### config.mk
export PLATFORM = sky130hd
export DESIGN_NAME = reg_read_scoreboard
export DESIGN_NICKNAME = d
export VERILOG_FILES = /design/src/rtl/reg_read_scoreboard_pkg.sv /design/src/rtl/reg_read_scoreboard_pending_counters.sv /design/src/rtl/reg_read_scoreboard.sv
export SDC_FILE = /design/constraint.sdc
export NUM_CORES = 1
export LEC_CHECK = 0
export ABC_CLOCK_PERIOD_IN_PS = 6480
export BUFFER_PORTS_ARGS = -buffer_cell sky130_fd_sc_hd__buf_2
export CORE_ASPECT_RATIO = 1.1
export CORE_MARGIN = 4
export CORE_UTILIZATION = 55
export DETAILED_ROUTE_END_ITERATION = 8
export PLACE_DENSITY = 0.75
export RECOVER_POWER = 50
export SYNTH_ARGS = -nofsm -noshare
export SYNTH_HDL_FRONTEND = slang
export SYNTH_HIERARCHICAL = 1
export SYNTH_SLANG_ARGS = --single-unit
### constraint.sdc
create_clock -name clk -period 6.48 [get_ports clk]
set_input_delay 1.296 -clock clk [delete_from_list [all_inputs] [get_ports clk]]
set_output_delay 1.296 -clock clk [all_outputs]
set_load 0.02 [all_outputs]
### src/rtl/reg_read_scoreboard_pkg.sv
// Shared types for the register-read scoreboard: address and counter widths
// for the default RV32 configuration.
package RafiTypes;

  localparam int RAFI_NUM_REGS = 32;
  localparam int RAFI_ADDR_W   = 5;
  localparam int RAFI_CNT_W    = 2;

  typedef logic [RAFI_ADDR_W-1:0] RegAddrPath;
  typedef logic [RAFI_CNT_W-1:0]  ScoreCount;

  localparam ScoreCount SCORE_MAX = '1;

endpackage

### src/rtl/reg_read_scoreboard_pending_counters.sv
// Per-register pending-writer counters for one register file; increments on
// issue, decrements on writeback, clears on flush.
module reg_pending_counters
  import RafiTypes::*;
#(
  parameter int NUM_REGS   = RAFI_NUM_REGS,
  parameter int ADDR_W     = RAFI_ADDR_W,
  parameter int CNT_W      = RAFI_CNT_W,
  parameter bit ignoreZero = 1'b0
) (
  input  logic              clk,
  input  logic              rst,
  input  logic              flush,
  input  logic              incValid,
  input  logic [ADDR_W-1:0] incAddr,
  input  logic              decValid,
  input  logic [ADDR_W-1:0] decAddr,
  output logic [CNT_W-1:0]  count [NUM_REGS],
  output logic [NUM_REGS-1:0] busy,
  output logic              underflow
);

  logic [NUM_REGS-1:0] incHit;
  logic [NUM_REGS-1:0] decHit;

  always_comb begin
    incHit    = '0;
    decHit    = '0;
    busy      = '0;
    underflow = 1'b0;
    for (int i = 0; i < NUM_REGS; i++) begin
      // Register 0 of the int file is hardwired and never tracked.
      if (!(ignoreZero && i == 0)) begin
        incHit[i] = incValid && (incAddr == ADDR_W'(i));
        decHit[i] = decValid && (decAddr == ADDR_W'(i));
      end
      busy[i] = |count[i];
      if (decHit[i] && !incHit[i] && count[i] == '0 && !flush)
        underflow = 1'b1;
    end
  end

  always_ff @(posedge clk) begin
    for (int i = 0; i < NUM_REGS; i++) begin
      if (rst || flush)
        count[i] <= '0;
      else if (incHit[i] && !decHit[i])
        count[i] <= count[i] + 1'b1;
      else if (decHit[i] && !incHit[i] && count[i] != '0)
        count[i] <= count[i] - 1'b1;
    end
  end

endmodule

### src/rtl/reg_read_scoreboard.sv
// Register-read scoreboard: stalls decode while any source has a pending
// writer or the destination's writer count is saturated.
module reg_read_scoreboard
  import RafiTypes::*;
#(
  parameter int NUM_REGS = RAFI_NUM_REGS,
  parameter int ADDR_W   = RAFI_ADDR_W,
  parameter int CNT_W    = RAFI_CNT_W,
  parameter int PERF_W   = 32
) (
  input  logic                clk,
  input  logic                rst,
  input  logic                flush,
  input  logic                downstreamStall,
  input  logic                opValid,
  input  logic [ADDR_W-1:0]   rs1Addr,
  input  logic [ADDR_W-1:0]   rs2Addr,
  input  logic [ADDR_W-1:0]   rs3Addr,
  input  logic                rs1IsInt,
  input  logic                rs1IsFp,
  input  logic                rs2IsInt,
  input  logic                rs2IsFp,
  input  logic                rs3IsFp,
  input  logic [ADDR_W-1:0]   rdAddr,
  input  logic                rdIsInt,
  input  logic                rdIsFp,
  input  logic                intWbValid,
  input  logic [ADDR_W-1:0]   intWbAddr,
  input  logic                fpWbValid,
  input  logic [ADDR_W-1:0]   fpWbAddr,
  output logic                rrStall,
  output logic                issue,
  output logic [NUM_REGS-1:0] intBusy,
  output logic [NUM_REGS-1:0] fpBusy,
  output logic                underflowErr,
  output logic [PERF_W-1:0]   stallCycles
);

  localparam logic [CNT_W-1:0] CNT_SAT = '1;

  logic [CNT_W-1:0] intCnt [NUM_REGS];
  logic [CNT_W-1:0] fpCnt  [NUM_REGS];
  logic             intUf;
  logic             fpUf;
  logic             srcHz;
  logic             dstSat;
  logic             hazard;

  // Hazards look only at registered counts: a writeback this cycle does not
  // release a reader until the next cycle.
  always_comb begin
    srcHz = (rs1IsInt && rs1Addr != '0 && intCnt[rs1Addr] != '0) ||
            (rs1IsFp  && fpCnt[rs1Addr] != '0) ||
            (rs2IsInt && rs2Addr != '0 && intCnt[rs2Addr] != '0) ||
            (rs2IsFp  && fpCnt[rs2Addr] != '0) ||
            (rs3IsFp  && fpCnt[rs3Addr] != '0);
    if (rdIsInt)
      dstSat = (rdAddr != '0) && (intCnt[rdAddr] == CNT_SAT);
    else
      dstSat = rdIsFp && (fpCnt[rdAddr] == CNT_SAT);
    hazard = opValid && (srcHz || dstSat);
  end

  assign rrStall = hazard | downstreamStall;
  assign issue   = opValid & ~rrStall & ~flush;

  reg_pending_counters #(
    .NUM_REGS(NUM_REGS), .ADDR_W(ADDR_W), .CNT_W(CNT_W), .ignoreZero(1'b1)
  ) intCounters (
    .clk(clk), .rst(rst), .flush(flush),
    .incValid(issue & rdIsInt), .incAddr(rdAddr),
    .decValid(intWbValid), .decAddr(intWbAddr),
    .count(intCnt), .busy(intBusy), .underflow(intUf)
  );

  // An op flagged for both files is tracked only in the int file.
  reg_pending_counters #(
    .NUM_REGS(NUM_REGS), .ADDR_W(ADDR_W), .CNT_W(CNT_W), .ignoreZero(1'b0)
  ) fpCounters (
    .clk(clk), .rst(rst), .flush(flush),
    .incValid(issue & rdIsFp & ~rdIsInt), .incAddr(rdAddr),
    .decValid(fpWbValid), .decAddr(fpWbAddr),
    .count(fpCnt), .busy(fpBusy), .underflow(fpUf)
  );

  always_ff @(posedge clk) begin
    if (rst) begin
      underflowErr <= 1'b0;
      stallCycles  <= '0;
    end else begin
      if (intUf || fpUf)
        underflowErr <= 1'b1;
      if (hazard && !flush)
        stallCycles <= stallCycles + 1'b1;
    end
  end

endmodule

---- Yosys cells after proc, flatten, opt, wreduce, memory -nomap -nowiden ----
Index checks and enable logic that the tools add are counted.
cells by class
  add/sub/neg operators ................... 127
  bitwise operators ....................... 13
  muxes and demuxes ....................... 211
  magnitude comparators ................... 4
  reduce and logical (&&, ||, !) cells .... 848
  equality and inequality tests ........... 95
operators with widths
  operator                 count
  $logic_and A1 B1 Y1      452
  $mux W2                  140
  $reduce_bool A2 Y1       131
  $eq A5 B5 Y1 const B     48
  $logic_not A1 Y1         127
  $add A2 B1 Y2 const B    63
  $logic_not A2 Y1         63
  $reduce_or A2 Y1         63
  $sub A2 B1 Y2 const B    63
  $eq A5 B4 Y1 const B     24
  $bmux W2 S5              7
  $mux W1                  64
  $eq A5 B3 Y1 const B     12
  $add A32 B1 Y32 const B  1
  $eq A5 B2 Y1 const B     6
  $ge A6 B6 Y1 const B     4
  $not A5 Y6               4
  $eq A5 B1 Y1 const B     3
  $reduce_bool A5 Y1       3
  $logic_not A5 Y1         2
  $logic_or A1 B1 Y1       7
  $and A1 B1 Y1            5
  $eq A2 B2 Y1 const B     2
  $not A1 Y1               3
  $or A1 B1 Y1             1
word-level totals
  output and inout bits ................... 99
  bits of input ports ..................... 44
  word-level logic and storage cells ...... 1363
  register bits ........................... 159

---- Logic depth before layout (Yosys ltp) ----
  depth in word-level cells ............... 56
  gate-level depth with buffers ........... 20
  depth with buffers taken out ............ 16

---- Hierarchy ----
Netlist, hierarchy kept.
by module, submodules not included
  module                              area an instance (um^2)  sequential area each (um^2)  cells each  times used
  reg_read_scoreboard                 4301.6                   660.6                        579         1
  reg_pending_counters (fpCounters)   4299.1                   1281.2                       575         1
  reg_pending_counters (intCounters)  4181.5                   1241.2                       555         1

---- Worst setup path before layout ----
Ideal clock, no wire load.
  path kind ............................... input-to-reg
  start ................................... input rs1Addr[1]
  end ..................................... register underflowErr
  buffers on the path ..................... 4
  arrival ................................. 5.443 ns
  setup time .............................. 0.128 ns
  stages on the path ...................... 20
  setup slack ............................. 0.909 ns
  data required time ...................... 6.352 ns
  cell sequence ........................... buf_2 -> buf_4 -> nor3_1 -> a21oi_1 -> o21ai_0 -> a41oi_2 -> a41o_1 -> a2111oi_2 -> and2_4 -> buf_6 -> nor3b_1 -> and3_1 -> or4b_4 -> buf_6 -> o2111ai_1 -> o2111ai_1 -> nor4_1 -> a41oi_1 -> nor3_1 -> nor2_1
on the way
  cells in the longest elaborated chain, start to end .. 56
  elaborated cells on any way between the ends .. 405
  those cells by class .................... mux: 69; bitwise: 8; reduce/logical: 328
ends and longest elaborated chain
  what                                             RTL line                                              text
  from (decl)                                      reg_read_scoreboard.sv:16                             input logic [ADDR_W-1:0] rs1Addr,
  $not A5 Y6 (not written as such)                 reg_read_scoreboard.sv:52, reg_read_scoreboard.sv:53
  $bmux W2 S5, on equally long branches            reg_read_scoreboard.sv:52, reg_read_scoreboard.sv:53
  $mux W2, on equally long branches (2 in series)  reg_read_scoreboard.sv:52, reg_read_scoreboard.sv:53
  $reduce_bool A2 Y1, on equally long branches     reg_read_scoreboard.sv:52, reg_read_scoreboard.sv:53
  $logic_and A1 B1 Y1, on equally long branches    reg_read_scoreboard.sv:52, reg_read_scoreboard.sv:53
  $logic_or A1 B1 Y1 *                             reg_read_scoreboard.sv:52                             srcHz = (rs1IsInt && rs1Addr != '0 && intCnt[rs1Addr] != '0) ||
  $logic_or A1 B1 Y1 *                             reg_read_scoreboard.sv:53                             (rs1IsFp && fpCnt[rs1Addr] != '0) ||
  $logic_or A1 B1 Y1 *                             reg_read_scoreboard.sv:54                             (rs2IsInt && rs2Addr != '0 && intCnt[rs2Addr] != '0) ||
  (+7 left out)                                    --
  named net issue                                  reg_read_scoreboard.sv:32                             output logic issue,
  $and A1 B1 Y1 * (2 in series)                    reg_read_scoreboard.sv:81                             .incValid(issue & rdIsFp & ~rdIsInt), .incAddr(rdAddr),
  $logic_and A1 B1 Y1                              reg_read_scoreboard_pending_counters.sv:34            incHit[i] = incValid && (incAddr == ADDR_W'(i));
  $logic_not A1 Y1                                 reg_read_scoreboard_pending_counters.sv:38            if (decHit[i] && !incHit[i] && count[i] == '0 && !flush)
  $logic_and A1 B1 Y1 (3 in series)                reg_read_scoreboard_pending_counters.sv:38
  $mux W1 (31 in series)                           reg_read_scoreboard_pending_counters.sv:38
  $mux W1 *                                        reg_read_scoreboard_pending_counters.sv:38
  named net fpUf                                   reg_read_scoreboard.sv:44                             logic fpUf;
  $logic_or A1 B1 Y1 *                             reg_read_scoreboard.sv:91                             if (intUf || fpUf)
  to (signal assigned)                             reg_read_scoreboard.sv:88                             underflowErr <= 1'b0;
  to (signal assigned)                             reg_read_scoreboard.sv:92                             underflowErr <= 1'b1;
  to (decl)                                        reg_read_scoreboard.sv:35                             output logic underflowErr,
The timed path passes the listed nets; every way through them passes the cells marked *. The select of a mux whose other input is x is not followed.
A chain may end at the register's enable or synchronous reset.

---- Worst setup path after layout ----
  start ................................... input rs1Addr[1]
  end ..................................... register underflowErr
on the way
  elaborated cells on any way between the ends .. 405
  those cells by class .................... mux: 69; bitwise: 8; reduce/logical: 328
RTL lines
  what                                             RTL line                                              text
  $not A5 Y6 (not written as such)                 reg_read_scoreboard.sv:52, reg_read_scoreboard.sv:53
  $bmux W2 S5, on equally long branches            reg_read_scoreboard.sv:52, reg_read_scoreboard.sv:53
  $mux W2, on equally long branches (2 in series)  reg_read_scoreboard.sv:52, reg_read_scoreboard.sv:53
  $reduce_bool A2 Y1, on equally long branches     reg_read_scoreboard.sv:52, reg_read_scoreboard.sv:53
  $logic_and A1 B1 Y1, on equally long branches    reg_read_scoreboard.sv:52, reg_read_scoreboard.sv:53
  $logic_or A1 B1 Y1 *                             reg_read_scoreboard.sv:52
  $logic_or A1 B1 Y1 *                             reg_read_scoreboard.sv:53
  $logic_or A1 B1 Y1 *                             reg_read_scoreboard.sv:54
  (+7 left out)                                    --
  $and A1 B1 Y1 *                                  reg_read_scoreboard.sv:71                             .incValid(issue & rdIsInt), .incAddr(rdAddr),
  $logic_and A1 B1 Y1                              reg_read_scoreboard_pending_counters.sv:34
  $logic_not A1 Y1                                 reg_read_scoreboard_pending_counters.sv:38
  $logic_and A1 B1 Y1 (3 in series)                reg_read_scoreboard_pending_counters.sv:38
  $mux W1 (30 in series)                           reg_read_scoreboard_pending_counters.sv:38
  $mux W1 *                                        reg_read_scoreboard_pending_counters.sv:38
  named net intUf                                  reg_read_scoreboard.sv:43                             logic intUf;
  $logic_or A1 B1 Y1 *                             reg_read_scoreboard.sv:91
Marks and branches as above.

==> impl_metrics.env <==
export IMPL_status="complete, no violations"
export IMPL_core_area_um2=22900
export IMPL_arrival_ns=6.49
export IMPL_power_density_nw_per_um2=162
export IMPL_slew_headroom=0.415
export IMPL_grt_pass1_wl_um=71300
export IMPL_cts_htree_levels=4
export IMPL_place_gp_congestion=1.09
export IMPL_dr_wl_met2_um=20600
export IMPL_cts_root_buf="clkbuf_16"
export IMPL_seq_area_frac_synth=0.249
export IMPL_ys_types=86
export IMPL_die_x_um=153
export IMPL_seqCellArea_um2=3180
export IMPL_postLayoutCoreUtil=0.609
export IMPL_drv_cap=0
export IMPL_drive_gt1_frac=0.106
export IMPL_synthTopCellsByArea="dfxtp_1 25%, a211oi_1 6.5%, a21oi_1 5.7%"
export IMPL_io_pins=143
export IMPL_cts_max_path_buffers=2
export IMPL_syn_avg_cell_area_um2=7.48
export IMPL_place_inst=2063
export IMPL_wl_per_cell_um=21.9
export IMPL_clk_latency_ns=0.44
export IMPL_die_area_um2=25700
export IMPL_hold_violations=0
export IMPL_grt_pass1_vias=12900
export IMPL_drtAntennaViolNets=0
export IMPL_drt_iter0_markers=1698
export IMPL_instances_no_fill=2098
export IMPL_drc=0
export IMPL_route_layer_met1_wl_um=17600
export IMPL_ys_flop_type="dfxtp_1"
export IMPL_wl_um=46000
export IMPL_port_buffers=141
export IMPL_globalRouteTotalUtil=0.339
export IMPL_cts_resized=0
export IMPL_top_layer="met5"
export IMPL_dp_slack_ns=0.0565
export IMPL_fin_setup_tns_ns=0
export IMPL_synth_edf_count=0
export IMPL_fin_crit_sh=0.955
export IMPL_vias_per_cell=6.96
export IMPL_critical_path_class="in2reg"
export IMPL_synth_seq_cells=159
export IMPL_async_flop_share=0
export IMPL_crit_path_start_kind="primary input"
export IMPL_rsz0062_at_grt="no"
export IMPL_start_util=0.559
export IMPL_hold_depth=2
export IMPL_cts_setup_buffers=0
export IMPL_syn_area_um2=12800
export IMPL_synth_top_area_frac=0.249
export IMPL_syn_to_final_growth_pct=9.00
export IMPL_cts_sinks=159
export IMPL_p_total_uw=2250
export IMPL_wl_met3_um=4840
export IMPL_end_kind="register"
export IMPL_leakagePower_uw=0.00474
export IMPL_synth_top_cell_by_area="dfxtp_1"
export IMPL_syn_inst=1709
export IMPL_r2r_slack_ns=0.96
export IMPL_layout_nets=1827
export IMPL_hp_class="reg2reg"
export IMPL_layout_min_cycle_time_ns=6.19
export IMPL_required_ns=6.78
export IMPL_vias=14600
export IMPL_yosys_warnings=6
export IMPL_setup_violations_final=0
export IMPL_fillers=2223
export IMPL_rows=58
export IMPL_layout_common_cells="192 x nor2_1, 159 x dfxtp_1, 146 x a21oi_1"
export IMPL_grt_max_degree=65
export IMPL_multi_input_area_um2=8760
export IMPL_fmax_ghz=0.162
export IMPL_postCtsHoldBufs=0
export IMPL_layout_commonest_cell="nor2_1"
export IMPL_reg2reg_depth=16
export IMPL_fin_worst_skew_ns=0.0171
export IMPL_cts_reportedPaths_clkPinSlew_ns=0.08
export IMPL_max_slew_worst_pin_slew_ns=0.877
export IMPL_grt_antenna_before_repair=6
export IMPL_die_h_um=168
export IMPL_irDropWorstVdd_uv=135
export IMPL_dp_hpwl_um=33400
export IMPL_numCtsBuffers=17
export IMPL_cp_max_fo=38
export IMPL_setup_slack_ns=0.293
export IMPL_dr_pass1_iters=9
export IMPL_slew_violations=0
export IMPL_cts_tree="yes"
export IMPL_overflow=0
path summary, 6_finish.rpt:
path	startpoint	to
worst max-delay path	rs1Addr[1]	underflowErr
worst min-delay path	stallCycles[29]	stallCycles[29]
worst max register to register	fpCounters/count[40]	underflowErr
worst min register to register	stallCycles[29]	stallCycles[29]
metrics by stage:
stage / instance area [um2] / hold WS, ns
CTS: 14100 / 0.497
global route: 13900 / 0.538
global placement: 13500 / 0.481
floorplan: 12800 / 0.512
finish: 13900 / 0.498
detailed placement: 13500 / 0.488
report_power, final:
group / internal [uW] / total (uW) / switching [uW]
Clock: 526 / 999 / 473
Combinational: 76.6 / 272 / 195
Sequential: 978 / 981 / 2.35
Total: 1580 / 2250 / 671
worst max-delay path: stages:
cell and delay, ns:
buf_2 0.58, a211oi_1 0.19, a2111oi_0 0.41, a211oi_1 0.11, a41o_1 0.25, a2111oi_4 0.30, and2_4 0.19, nor3b_1 0.34
and2_1 0.53, or4b_1 0.72, o211ai_1 0.38, o22ai_1 0.15, a211oi_1 0.42, a41oi_1 0.34, nor3_1 0.22, nor2_1 0.06
per-layer routing:
layer	track usage	vias to the layer above
li1	-	6692
met2	0.542	975
met4	0.185	6
met3	0.0630	220
met5	0	-
met1	0.434	6701
sequential cells by signal (all words and copies together), names as in the netlist:
| register | count |
|---|---|
| fpCounters/count | 64 |
| intCounters/count | 62 |
| stallCycles | 32 |
| underflowErr | 1 |
layout make-up:
| class | count | area share |
|---|---|---|
| Clock inverter | 13 | 0.00862 |
| Multi-Input combinational cell | 1364 | 0.629 |
| Sequential cell | 159 | 0.228 |
| Tap cell | 300 | 0.0269 |
| Clock buffer | 19 | 0.0325 |
| Inverter | 76 | 0.0205 |
| Timing Repair Buffer | 164 | 0.0539 |
| Antenna cell | 3 | 0.000539 |
Yosys cell counts, drive strengths merged, types with 5 or more instances:
cell type,instances
nand4,20
a211oi,111
o21ai,63
and2,13
buf,56
o22ai,6
nand2,93
dfxtp,159
o21a,29
nor4,48
clkbuf,56
xnor2,18
nand3b,12
and4bb,11
or4,6
nand2b,7
inv,76
nor3,87
and4b,13
nand3,94
o21bai,12
nand4b,9
a311oi,6
o31ai,6
a21oi,146
nor2,193
a311o,5
and3,83
or2,42
nor2b,17
o2111ai,39
o211ai,40
mux2,7
a2111oi,16
mux4,25
and4,9
nor3b,21
nor4b,8
or4bb,6
kinds of logic after synthesis:
family | share of synthesized area
compound gates | 0.276
flops | 0.249
mux | 0.0536
fa+ha+maj | 0.000979
xor+xnor | 0.0123
simple gates | 0.344
other cells | 0.000293
buf+inv | 0.0640
(Power assumes the default switching activity.)
